$ cat config.mk
export PLATFORM = sky130hd
export DESIGN_NAME = hw_input_filter
export DESIGN_NICKNAME = d
export VERILOG_FILES = /design/src/rtl/hw_io_pkg.sv /design/src/rtl/hw_deb_ch.sv /design/src/rtl/hw_input_filter.sv
export SDC_FILE = /design/constraint.sdc
export NUM_CORES = 1
export LEC_CHECK = 0
export ABC_AREA = 1
export BUFFER_PORTS_ARGS = -buffer_cell sky130_fd_sc_hd__buf_2
export CORE_MARGIN = 3
export CORE_UTILIZATION = 40
export CTS_CLUSTER_SIZE = 8
export DETAILED_ROUTE_END_ITERATION = 8
export PLACE_DENSITY = 0.54
export SETUP_SLACK_MARGIN = 0.4
export SYNTH_ARGS = -nofsm -noshare
export SYNTH_HDL_FRONTEND = slang
export SYNTH_HIERARCHICAL = 1
export SYNTH_SLANG_ARGS = --single-unit
$ cat constraint.sdc
create_clock -name CLK_100M -period 1.3 [get_ports CLK_100M]
set_input_delay 0.26 -clock CLK_100M [delete_from_list [all_inputs] [get_ports CLK_100M]]
set_output_delay 0.26 -clock CLK_100M [all_outputs]
set_load 0.005 [all_outputs]
$ cat src/rtl/hw_io_pkg.sv
// Shared I/O definitions for the hardware-safety top: channel map,
// reset levels of the filtered inputs and default debounce timing.
package hw_io_pkg;

  localparam int HW_N_CH       = 32;
  localparam int HW_DEB_W      = 16;
  localparam int HW_DEB_CYCLES = 1000;
  localparam int HW_SYNC_STG   = 2;

  localparam int CH_ILK_SINK_0   = 0;
  localparam int CH_ILK_SINK_7   = 7;
  localparam int CH_DOOR_A_N     = 8;
  localparam int CH_DOOR_B_N     = 9;
  localparam int CH_PEND_EN      = 10;
  localparam int CH_PEND_ESTOP_N = 11;
  localparam int CH_OSSD_A       = 12;
  localparam int CH_OSSD_B       = 13;
  localparam int CH_EMO_N        = 14;
  localparam int CH_CFG_0        = 16;
  localparam int CH_CFG_15       = 31;

  function automatic logic [HW_N_CH-1:0] ch_bit(input int idx);
    logic [HW_N_CH-1:0] one;
    one = 1;
    return one << idx;
  endfunction

  // Idle level of active-low and safety-OK-high channels is 1.
  localparam logic [HW_N_CH-1:0] HW_IN_RESET_VAL =
      ch_bit(CH_DOOR_A_N) | ch_bit(CH_DOOR_B_N)
    | ch_bit(CH_PEND_ESTOP_N) | ch_bit(CH_OSSD_A)
    | ch_bit(CH_OSSD_B) | ch_bit(CH_EMO_N);

endpackage

$ cat src/rtl/hw_deb_ch.sv
// One input channel: synchronizer chain, consecutive-sample debounce,
// filtered level and one-cycle rise/fall pulses.
// Ports: CLK_100M, RST, pin_i -> filt_o, rise_o, fall_o.
module hw_deb_ch
  import hw_io_pkg::*;
#(
  parameter int   SYNC_STAGES = HW_SYNC_STG,
  parameter int   DEB_CYCLES  = HW_DEB_CYCLES,
  parameter int   DEB_W       = HW_DEB_W,
  parameter logic RESET_BIT   = 1'b0
) (
  input  logic CLK_100M,
  input  logic RST,
  input  logic pin_i,
  output logic filt_o,
  output logic rise_o,
  output logic fall_o
);

  localparam logic [DEB_W-1:0] LAST = DEB_W'(DEB_CYCLES - 1);

  logic [SYNC_STAGES-1:0] sync_r;
  logic [DEB_W-1:0]       cnt;
  logic                   sync_q;

  assign sync_q = sync_r[SYNC_STAGES-1];

  always_ff @(posedge CLK_100M) begin
    if (RST) begin
      sync_r <= {SYNC_STAGES{RESET_BIT}};
    end else begin
      sync_r <= {sync_r[SYNC_STAGES-2:0], pin_i};
    end
  end

  // cnt holds the number of consecutive differing samples already
  // seen; the DEB_CYCLES-th one is accepted, so cnt never passes LAST.
  always_ff @(posedge CLK_100M) begin
    if (RST) begin
      cnt    <= '0;
      filt_o <= RESET_BIT;
      rise_o <= 1'b0;
      fall_o <= 1'b0;
    end else begin
      rise_o <= 1'b0;
      fall_o <= 1'b0;
      if (sync_q == filt_o) begin
        cnt <= '0;
      end else if (cnt >= LAST) begin
        cnt    <= '0;
        filt_o <= sync_q;
        rise_o <= sync_q;
        fall_o <= ~sync_q;
      end else begin
        cnt <= cnt + DEB_W'(1);
      end
    end
  end

endmodule

$ cat src/rtl/hw_input_filter.sv
// Input conditioning for all external status pins: per-channel sync +
// debounce, edge pulses and sticky change flags with masked clear.
// Ports: CLK_100M, RST, pin_i, clr_i, clr_mask_i ->
//        filt_o, rise_o, fall_o, chg_sticky_o.
module hw_input_filter
  import hw_io_pkg::*;
#(
  parameter int              N_CH        = HW_N_CH,
  parameter int              SYNC_STAGES = HW_SYNC_STG,
  parameter int              DEB_CYCLES  = HW_DEB_CYCLES,
  parameter int              DEB_W       = HW_DEB_W,
  parameter logic [N_CH-1:0] RESET_VAL   = '0
) (
  input  logic            CLK_100M,
  input  logic            RST,
  input  logic [N_CH-1:0] pin_i,
  output logic [N_CH-1:0] filt_o,
  output logic [N_CH-1:0] rise_o,
  output logic [N_CH-1:0] fall_o,
  output logic [N_CH-1:0] chg_sticky_o,
  input  logic            clr_i,
  input  logic [N_CH-1:0] clr_mask_i
);

  for (genvar i = 0; i < N_CH; i++) begin : g_ch
    hw_deb_ch #(
      .SYNC_STAGES(SYNC_STAGES),
      .DEB_CYCLES (DEB_CYCLES),
      .DEB_W      (DEB_W),
      .RESET_BIT  (RESET_VAL[i])
    ) u_ch (
      .CLK_100M(CLK_100M),
      .RST     (RST),
      .pin_i   (pin_i[i]),
      .filt_o  (filt_o[i]),
      .rise_o  (rise_o[i]),
      .fall_o  (fall_o[i])
    );
  end

  logic [N_CH-1:0] clr_vec;

  assign clr_vec = {N_CH{clr_i}} & clr_mask_i;

  // Set is OR-ed in after the clear so a same-edge event survives.
  always_ff @(posedge CLK_100M) begin
    if (RST) begin
      chg_sticky_o <= '0;
    end else begin
      chg_sticky_o <= (chg_sticky_o & ~clr_vec) | rise_o | fall_o;
    end
  end

endmodule

==> flow_summary.yaml, run 1 <==
outcome:
  outcome: "finished, violations left"
  violations: "setup timing"
global_routing:
  grt_use_met2_pct: 27.31
  grt_pass1_vias: 20780
  antenna_found_initial: 0
  grt_max_degree: 38
  grtUsageMet1_pct: 17.67
  overflow: 0
  track_usage_pct: 15.10
  use_met3_pct: 3.249
  grt_pass1_wl_um: 90660
  top_usage_layer: "met2"
min_path:
  hp-class: "input port to register"
pwr:
  leakagePower_nw: 15.63
  p_comb_share_pct: 3.8
  power_density_nw_per_um2: 1203
  clockPowerShare_pct: 47.3
  peakVddDrop_uv: 938.4
  intPower_w: 0.03613
  switching_power_w: 0.009664
  seqPwrFrac_pct: 48.9
  p_sw_share_pct: 21.10
logic_synthesis:
  synth_cells: 3138
  seq_area_frac_synth_pct: 53.55
  synth_warnings: 6
  syn_area_per_cell_sq_um: 8.387
  netlist_area_sq_um: 26320
  ys_ff_latch: 704
  synth_cell_types: 23
cells_and_area:
  final_area_sq_um: 38060
  antenna_cells: 0
  final_net_count: 3910
  drive_above_1_share_pct: 38.92
  fin_cells: 4671
  area_growth_pct: 44.61
  finalCoreUtilization_pct: 58.72
drt:
  drt_iter0_drc: 583
  wire_per_inst_um: 11.33
  vias_per_cell: 4.412
  ant_nets: 0
  routed_wl_um: 52930
  drtPass1Iterations: 4
  num_vias: 20610
  route.detailed.drc: 0
clock_tree:
  clock_latency_ns: 0.61
  cts_tree: "yes"
  cts_sinks: 704
  cts_root_buf: "clkbuf_16"
  numCtsBuffers: 97
  clk_pin_slew_worst_paths_ns: 0.05
  htreeDepth: 3
  clock_tree.buffer_depth: 3
placement:
  gp_congestion: 0.7547
  portBuffers: 194
  post-place-cells: 4364
  pre_cts_ws_ns: -0.04656
  placed_cell_area_sq_um: 30750
  dpl.hpwl_um: 32910
setup_path:
  critPathCaptureType: "output pin"
  worst-path-buf-inv: 1
  path_delay_family: "flip-flops"
  cp.required_ns: 1.04
  arrival_ns: 1.08
  slowest_stage: "dfxtp_2"
  criticalPathCategory: "register to output pin"
  cp-start-kind: "register"
  max_stage_delay_ns: 0.34
  crit_fanout: 2
  crit_chain: "buf_2"
timing:
  timing.final.crit_share_pct: 102.7
  maxSlewViolCount: 0
  period_minus_slack_ns: 1.335
  setup_viol: 59
  fmax_mhz: 748.9
  tns_ns: -0.5554
  fin_ws_ns: -0.03528
  timing_hold_violations_final: 0
  skew_ns: 0.01746
  rsz0062_at_grt: "yes"
floorplan:
  io_pins: 195
  die_h_um: 262.5
  start_util_pct: 40.61
  die-area_sq_um: 68910
  core_area_sq_um: 64810
  die_x_um: 262.5
  num_rows: 93
flow_run:
  drv_cap: 0
-- routing by layer --
metal | routed length (um) | up-vias
met4 | 1008 | 0
met2 | 27130 | 241
met5 | 0 | -
li1 | - | 10800
met3 | 1998 | 85
met1 | 22800 | 9485
-- synthesized netlist by cell type --
cell      count  area [sq um]
xor2_1       64         560.5
nand2_1     642          2410
nand2_2      30         187.7
dfxtp_1     704         14090
nand3_1     158         790.8
a21oi_1      58         290.3
nor2_2       32         200.2
ha_1         32         400.4
nor2_8       32         640.6
or2_4        32         280.3
o21ai_0      60         300.3
buf_2         3         15.01
nand3_4      32         560.5
inv_1       412          1546
xnor2_1      66         578.1
nand3_2       2         20.02
nor2_1      606          2275
conb_1       32         120.1
buf_6         3         33.78
nor3_1       30         150.1
nand3b_1      4         30.03
nand4_1      30         187.7
a21oi_2      74         648.1
-- final cells by class --
class,count,area [sq um]
fill,5514,26750
timing repair buffer,388,3084
inverter,412,1546
clock inverter,6,75.07
multi-input combinational,2208,15330
sequential,704,14500
tap,855,1070
clock buffer,98,2452
-- power groups by stage --
stage / registers (W) / logic [W] / clock network (W)
2_1_floorplan: 0.0228 / 0.000766 / 0
3_3_place_gp: 0.0228 / 0.00123 / 0
3_5_place_dp: 0.0228 / 0.00126 / 0
4_1_cts: 0.0224 / 0.00163 / 0.0226
5_1_grt: 0.0224 / 0.00196 / 0.0235
6_report: 0.0224 / 0.00176 / 0.0217
-- flip-flops by register name, indices dropped and copies added, names as in the netlist --
register          flops
chg_sticky_o         32
g_ch.u_ch/cnt       512
g_ch.u_ch/fall_o     32
g_ch.u_ch/filt_o     32
g_ch.u_ch/rise_o     32
g_ch.u_ch/sync_r     64
-- metrics by stage --
stage	hold WS, ns	total power (W)
2_1_floorplan	0.3224	0.02354
3_3_place_gp	0.3912	0.02401
3_5_place_dp	0.3917	0.02406
4_1_cts	0.002525	0.04659
5_1_grt	0.02201	0.04784
6_report	0.04149	0.04579
-- worst paths after layout --
path	start	end	slack, ns	cells after the start
max	g_ch[18].u_ch/fall_o$_SDFF_PP0_	fall_o[18]	-0.04	1
min	RST	chg_sticky_o[6]$_SDFF_PP0_	0.04	3
max reg2reg	g_ch[4].u_ch/filt_o$_SDFFE_PP0P_	g_ch[4].u_ch/cnt[8]$_SDFF_PP0_	0.06	7
min reg2reg	g_ch[30].u_ch/sync_r[0]$_SDFF_PP0_	g_ch[30].u_ch/sync_r[1]$_SDFF_PP0_	0.39	2
-- cells in the final DEF (no fill, tap or decap), drive strengths merged --
cell type and instances:
inv 415, xor2 64, or2 32, clkbuf 98, nand2 672, nand3b 4, o21ai 60, ha 32
clkinv 3, nor2 670, nor3 30, nand3 224, xnor2 66, dlygate4sd3 65, nand4 30, buf 323
conb 192, dfxtp 704, a21oi 132
-- timing repair --
item                                    CTS  global route
pin swaps                                91           171
resized for setup                       358           466
hold buffers                             65             0
endpoints found under the setup margin  545           544
setup buffers                            76            30
hold endpoints to repair                 64             0
cloned                                   32             0
-- kinds of logic (layout without fill, tap and decap cells) --
| logic type | after synthesis | after routing | share of synthesized area, % |
|---|---|---|---|
| buffers and inverters | 418 | 904 | 6.061 |
| other | 32 | 192 | 0.4564 |
| AOI/OAI and AO/OA | 192 | 192 | 4.706 |
| xor gates and xnor gates | 130 | 130 | 4.326 |
| and+or+nand+nor | 1630 | 1662 | 29.38 |
| DFF | 704 | 704 | 53.55 |
| adders and majority gates | 32 | 32 | 1.521 |
Power figures use the tool's default switching activity.
==> inputs of run 2 (changes only) <==
--- a/config.mk
+++ b/config.mk
@@ -12,7 +12,6 @@
 export CTS_CLUSTER_SIZE = 8
 export DETAILED_ROUTE_END_ITERATION = 8
 export PLACE_DENSITY = 0.54
-export SETUP_SLACK_MARGIN = 0.4
 export SYNTH_ARGS = -nofsm -noshare
 export SYNTH_HDL_FRONTEND = slang
 export SYNTH_HIERARCHICAL = 1
==> run 2 against run 1 <==
Compared with the run above:
- cell area down 10%
- the run still ends with setup timing left
- final cell count fell by 0.96%
- via count decreased by 5.7%
- sequential share of layout area rose by 3.7 points
- non-clock buffer count down 44
- setup slack got worse by 0.0083 ns
- power is 0.30% lower
- register-to-register slack is essentially flat
- highest routed layer unchanged
==> flow_summary.yaml, run 2 (same netlist as run 1, synthesis figures left out) <==
floorplan:
  core_area_sq_um: 64810
  start_util_pct: 40.61
  die-area_sq_um: 68910
  io_pins: 195
  die_x_um: 262.5
  die_h_um: 262.5
  num_rows: 93
cells_and_area:
  final_cell_mix: "nand2_1 (611), nor2_1 (591), dfxtp_1 (573)"
  largest_reg_flops: 512
  antenna_cells: 0
  reg_top3: "g_ch.u_ch/cnt x512, g_ch.u_ch/sync_r x64"
  fin_cells: 4626
  area_growth_pct: 29.56
  final_common_cell: "nand2_1"
  drive_above_1_share_pct: 22.51
  multiInputGateArea_sq_um: 12020
  final_net_count: 3865
  seq_area_sq_um: 14260
  final_area_sq_um: 34100
  regMostFlops: "g_ch.u_ch/cnt"
  num-fill-cells: 6009
setup_path:
  cp.required_ns: 1.04
  path_delay_family: "flip-flops"
  max_stage_delay_ns: 0.36
  worst-path-buf-inv: 1
  critPathCaptureType: "output pin"
  crit_chain: "buf_6"
  cp-start-kind: "register"
  crit_fanout: 2
  criticalPathCategory: "register to output pin"
  arrival_ns: 1.08
  slowest_stage: "dfxtp_4"
drt:
  vias_per_cell: 4.201
  route.detailed.drc: 0
  num_vias: 19440
  drtPass1Iterations: 5
  routed_wl_um: 46510
  wire_per_inst_um: 10.05
  drt_iter0_drc: 720
  ant_nets: 0
global_routing:
  grt_pass1_wl_um: 76680
  overflow: 0
  antenna_found_initial: 0
  grt_pass1_vias: 17670
  grt_max_degree: 33
  track_usage_pct: 12.74
pwr:
  peakVddDrop_uv: 953.8
  intPower_w: 0.03606
  p_comb_share_pct: 3.4
  switching_power_w: 0.009592
  clockPowerShare_pct: 47.5
  p_sw_share_pct: 21.01
  finalPower_w: 0.04565
  leakagePower_nw: 14.58
  seqPwrFrac_pct: 49.1
  power_density_nw_per_um2: 1339
clock_tree:
  clk_pin_slew_worst_paths_ns: 0.05
  htreeDepth: 3
  clock_latency_ns: 0.63
  cts_tree: "yes"
  clock_tree.buffer_depth: 3
  numCtsBuffers: 97
  cts_sinks: 704
  cts_root_buf: "clkbuf_16"
timing:
  timing_hold_violations_final: 0
  fin_ws_ns: -0.04362
  fmax_mhz: 744.3
  setup_viol: 115
  skew_ns: 0.01999
  timing.final.crit_share_pct: 103.4
  maxSlewViolCount: 0
  whs_ns: 0.05625
  rsz0062_at_grt: "yes"
  period_minus_slack_ns: 1.344
outcome:
  outcome: "finished, violations left"
  violations: "setup timing"
placement:
  dpl.hpwl_um: 29470
  gp_congestion: 0.7772
  post-place-cells: 4386
  portBuffers: 194
  placed_cell_area_sq_um: 29310
flow_run:
  drv_cap: 0
min_path:
  hp-class: "input port to register"
==> run 2: cell types whose count changed in the layout (fill, tap and decap cells not counted), moves of 32 or more <==
cell / previous run / this run
a21oi_4: 32 / 0
dfxtp_1: 443 / 573
dfxtp_2: 230 / 128
ha_4: 32 / 0
nand2_1: 470 / 611
nand2_2: 111 / 42
nand2_4: 70 / 19
nand3_1: 52 / 149
nand3_2: 73 / 23
nand3_4: 99 / 51
nor2_1: 435 / 591
nor2_2: 132 / 39
nor2_4: 71 / 8
==> run 2: worst paths after layout <==
kind / startpoint / endpoint / slack [ns] / depth (start not counted)
min reg2reg: g_ch[13].u_ch/sync_r[0]$_SDFF_PP0_ / g_ch[13].u_ch/sync_r[1]$_SDFF_PP0_ / 0.39 / 2
max reg2reg: g_ch[29].u_ch/cnt[0]$_SDFF_PP0_ / g_ch[29].u_ch/cnt[9]$_SDFF_PP0_ / 0.07 / 6
min: RST / g_ch[22].u_ch/sync_r[1]$_SDFF_PP0_ / 0.06 / 3
max: g_ch[24].u_ch/rise_o$_SDFF_PP0_ / rise_o[24] / -0.04 / 1
==> run 2: what timing repair did <==
item	in CTS	in global routing
pin swaps	1	47
setup endpoints to repair	129	498
endpoints found under the hold margin	64	0
hold buffers	65	0
buffers inserted	32	8
cloned	0	31
resized for setup	146	159
==> run 2: power groups by stage <==
| stage | Combinational [W] | Sequential [W] | Clock [W] |
|---|---|---|---|
| 6_report | 0.00154 | 0.0224 | 0.0217 |
| 4_1_cts | 0.00146 | 0.0224 | 0.0227 |
| 2_1_floorplan | 0.000756 | 0.0228 | 0 |
| 3_3_place_gp | 0.00123 | 0.0228 | 0 |
| 3_5_place_dp | 0.00124 | 0.0228 | 0 |
| 5_1_grt | 0.00175 | 0.0224 | 0.0235 |
==> run 2: cell type report <==
type / count / area share [%]
flip-flops and latches: 704 / 41.84
multi-input cells: 2207 / 35.25
repair buffers: 344 / 7.746
clock buffers: 97 / 7.119
inverters: 412 / 4.535
well taps: 855 / 3.137
clock inverters: 7 / 0.3743
==> run 2: metal layers <==
layer,global-route usage (%),wire (um)
met5,0,0
met4,4.465,1143
met3,3.548,1974
met2,21.15,21200
met1,15.87,22190
==> run 2: per-stage QoR <==
stage	utilization (%)	setup slack, ns	setup TNS [ns]
final	52.61	-0.04362	-1.347
after global routing	52.61	-0.1423	-9.707
after CTS	50.95	-0.1216	-9.233
after detailed placement	45.22	-0.02726	-0.2138
after global placement	45.22	-0.01324	-0.08721
after floorplan	-	0.1850	0
==> inputs of run 3 (changes only) <==
--- a/config.mk
+++ b/config.mk
@@ -6,8 +6,7 @@
 export NUM_CORES = 1
 export LEC_CHECK = 0
 export ABC_AREA = 1
-export BUFFER_PORTS_ARGS = -buffer_cell sky130_fd_sc_hd__buf_2
-export CORE_MARGIN = 3
+export BUFFER_PORTS_ARGS = -buffer_cell sky130_fd_sc_hd__buf_4
 export CORE_UTILIZATION = 40
 export CTS_CLUSTER_SIZE = 8
 export DETAILED_ROUTE_END_ITERATION = 8
==> run 3 against run 2 <==
Compared with the run above:
- the flow still finishes with violations (setup timing)
- global-route usage rose by 1.6 points
- highest routed layer unchanged
- wire length rose by 7.6%
- die area fell by 3.0%
- sequential cell count did not move
- first-iteration DRC count fell by 1.8%
- sequential share of layout area fell by 0.81 points
- critical path type unchanged
- cell area rose by 2.1%
- clock-buffer cell count rose by 4
- via count rose by 4.0%
==> flow_summary.yaml, run 3 (same netlist as run 1, synthesis figures left out) <==
timing:
  skew_ns: 0.01814
  timing.final.crit_share_pct: 103.2
  timing_hold_violations_final: 0
  maxSlewViolCount: 0
  fin_ws_ns: -0.04165
  period_minus_slack_ns: 1.342
  fmax_mhz: 745.4
  rsz0062_at_grt: "yes"
  tns_ns: -1.019
  setup_viol: 78
floorplan:
  num_rows: 93
  die-area_sq_um: 66830
  io_pins: 195
  die_h_um: 258.5
  start_util_pct: 40.68
  core_area_sq_um: 64700
  die_x_um: 258.5
global_routing:
  grt_max_degree: 33
  overflow: 0
  grt_pass1_wl_um: 81960
  track_usage_pct: 14.32
  antenna_found_initial: 0
  grt_pass1_vias: 19480
drt:
  drt_iter0_drc: 707
  route.detailed.drc: 0
  num_vias: 20210
  drtPass1Iterations: 6
  ant_nets: 0
  vias_per_cell: 4.390
  wire_per_inst_um: 10.88
  routed_wl_um: 50060
placement:
  placed_cell_area_sq_um: 29580
  post-place-cells: 4360
  portBuffers: 194
  gp_congestion: 0.7718
  dpl.hpwl_um: 32270
cells_and_area:
  area_growth_pct: 32.31
  final_cell_mix: "nand2_1 (610), nor2_1 (578), dfxtp_1 (571)"
  antenna_cells: 0
  fin_cells: 4603
  final_common_cell: "nand2_1"
  drive_above_1_share_pct: 22.79
  regMostFlops: "g_ch.u_ch/cnt"
  final_net_count: 3839
  final_area_sq_um: 34820
  largest_reg_flops: 512
  reg_top3: "g_ch.u_ch/cnt x512, g_ch.u_ch/sync_r x64"
  num-fill-cells: 5932
setup_path:
  worstSetupPathDepth: 1
  crit_chain: "buf_6"
  rr_endpoint: "g_ch[9].u_ch/cnt[7]$_SDFF_PP0_"
  cp-start-kind: "register"
  criticalPathCategory: "register to output pin"
  critical_path.startpoint: "g_ch[24].u_ch/rise_o$_SDFF_PP0_"
  cp.required_ns: 1.04
  slowest_stage: "dfxtp_4"
  worst-path-buf-inv: 1
  arrival_ns: 1.08
  critPathCaptureType: "output pin"
  crit_end: "rise_o[24]"
  max_stage_delay_ns: 0.35
  r2r_slack_ns: 0.08
  r2r_cells: 6
  crit_fanout: 2
  r2r_start: "g_ch[9].u_ch/cnt[0]$_SDFF_PP0_"
  path_delay_family: "flip-flops"
min_path:
  hp-class: "input port to register"
  hp-start: "clr_i"
outcome:
  outcome: "finished, violations left"
  violations: "setup timing"
pwr:
  finalPower_w: 0.04602
  leakagePower_nw: 14.54
  peakVddDrop_uv: 920.4
  power_density_nw_per_um2: 1322
clock_tree:
  cts_tree: "yes"
  clock_tree.buffer_depth: 3
  clk_pin_slew_worst_paths_ns: 0.05
  cts_root_buf: "clkbuf_16"
  numCtsBuffers: 98
  clock_latency_ns: 0.63
  htreeDepth: 3
  cts_sinks: 704
flow_run:
  drv_cap: 0
-- run 3: how the worst min path moves through the flow --
stage                                          to  slack (ns)  depth (start not counted)
5_1_grt                chg_sticky_o[5]$_SDFF_PP0_        0.19                          5
4_1_cts                chg_sticky_o[5]$_SDFF_PP0_        0.14                          5
2_1_floorplan         chg_sticky_o[26]$_SDFF_PP0_        0.32                          1
3_3_place_gp   g_ch[11].u_ch/sync_r[1]$_SDFF_PP0_        0.39                          2
3_5_place_dp   g_ch[13].u_ch/sync_r[1]$_SDFF_PP0_        0.39                          2
6_report               chg_sticky_o[5]$_SDFF_PP0_        0.16                          5
-- run 3: final cells by class --
class	count	area [sq um]	share of cell area [%]
inverters	412	1546	4.441
well taps	855	1070	3.072
clock buffers	101	2485	7.136
multi-input cells	2207	12240	35.14
flip-flops and latches	704	14290	41.02
repair buffers	317	3122	8.965
clock inverters	7	76.32	0.2192
-- run 3: timing repair --
item | 4_1_cts | 5_1_grt
gates resized for setup | 265 | 175
gates cloned | 2 | 31
hold buffers | 65 | 0
endpoints found under the hold margin | 65 | 0
pin swaps | 0 | 54
endpoints found under the setup margin | 135 | 525
setup buffers | 29 | 8
-- run 3: per-stage QoR --
step	hold WS [ns]	worst slack, ns	utilization (%)
2_1_floorplan	0.3224	0.1850	-
3_3_place_gp	0.3906	0.0007581	45.72
3_5_place_dp	0.3923	-0.04002	45.72
4_1_cts	0.1370	-0.09516	52.08
5_1_grt	0.1936	-0.09240	53.82
6_report	0.1551	-0.04165	53.82
-- run 3: worst min-delay path, stage by stage --
cell     delay (ns)
buf_4          0.09
buf_12         0.22
nand2_1        0.08
nand2_1        0.05
a21oi_1        0.05
-- run 3: metal layers --
metal / wire length, um / track usage (%) / part of all wire, % / vias up
li1: - / - / - / 10670
met1: 22300 / 16.38 / 45 / 9159
met2: 24550 / 25.58 / 49 / 297
met3: 2069 / 3.237 / 4.1 / 82
met4: 1147 / 5.934 / 2.3 / 0
met5: 0 / 0 / 0 / -
-- run 3: power by group --
part | leakage, nW | total [W] | internal (W) | switching, W
Combinational | 7.45 | 0.00178 | 0.000913 | 0.000870
Sequential | 5.83 | 0.0224 | 0.0222 | 0.000230
Clock | 1.26 | 0.0218 | 0.0133 | 0.00851
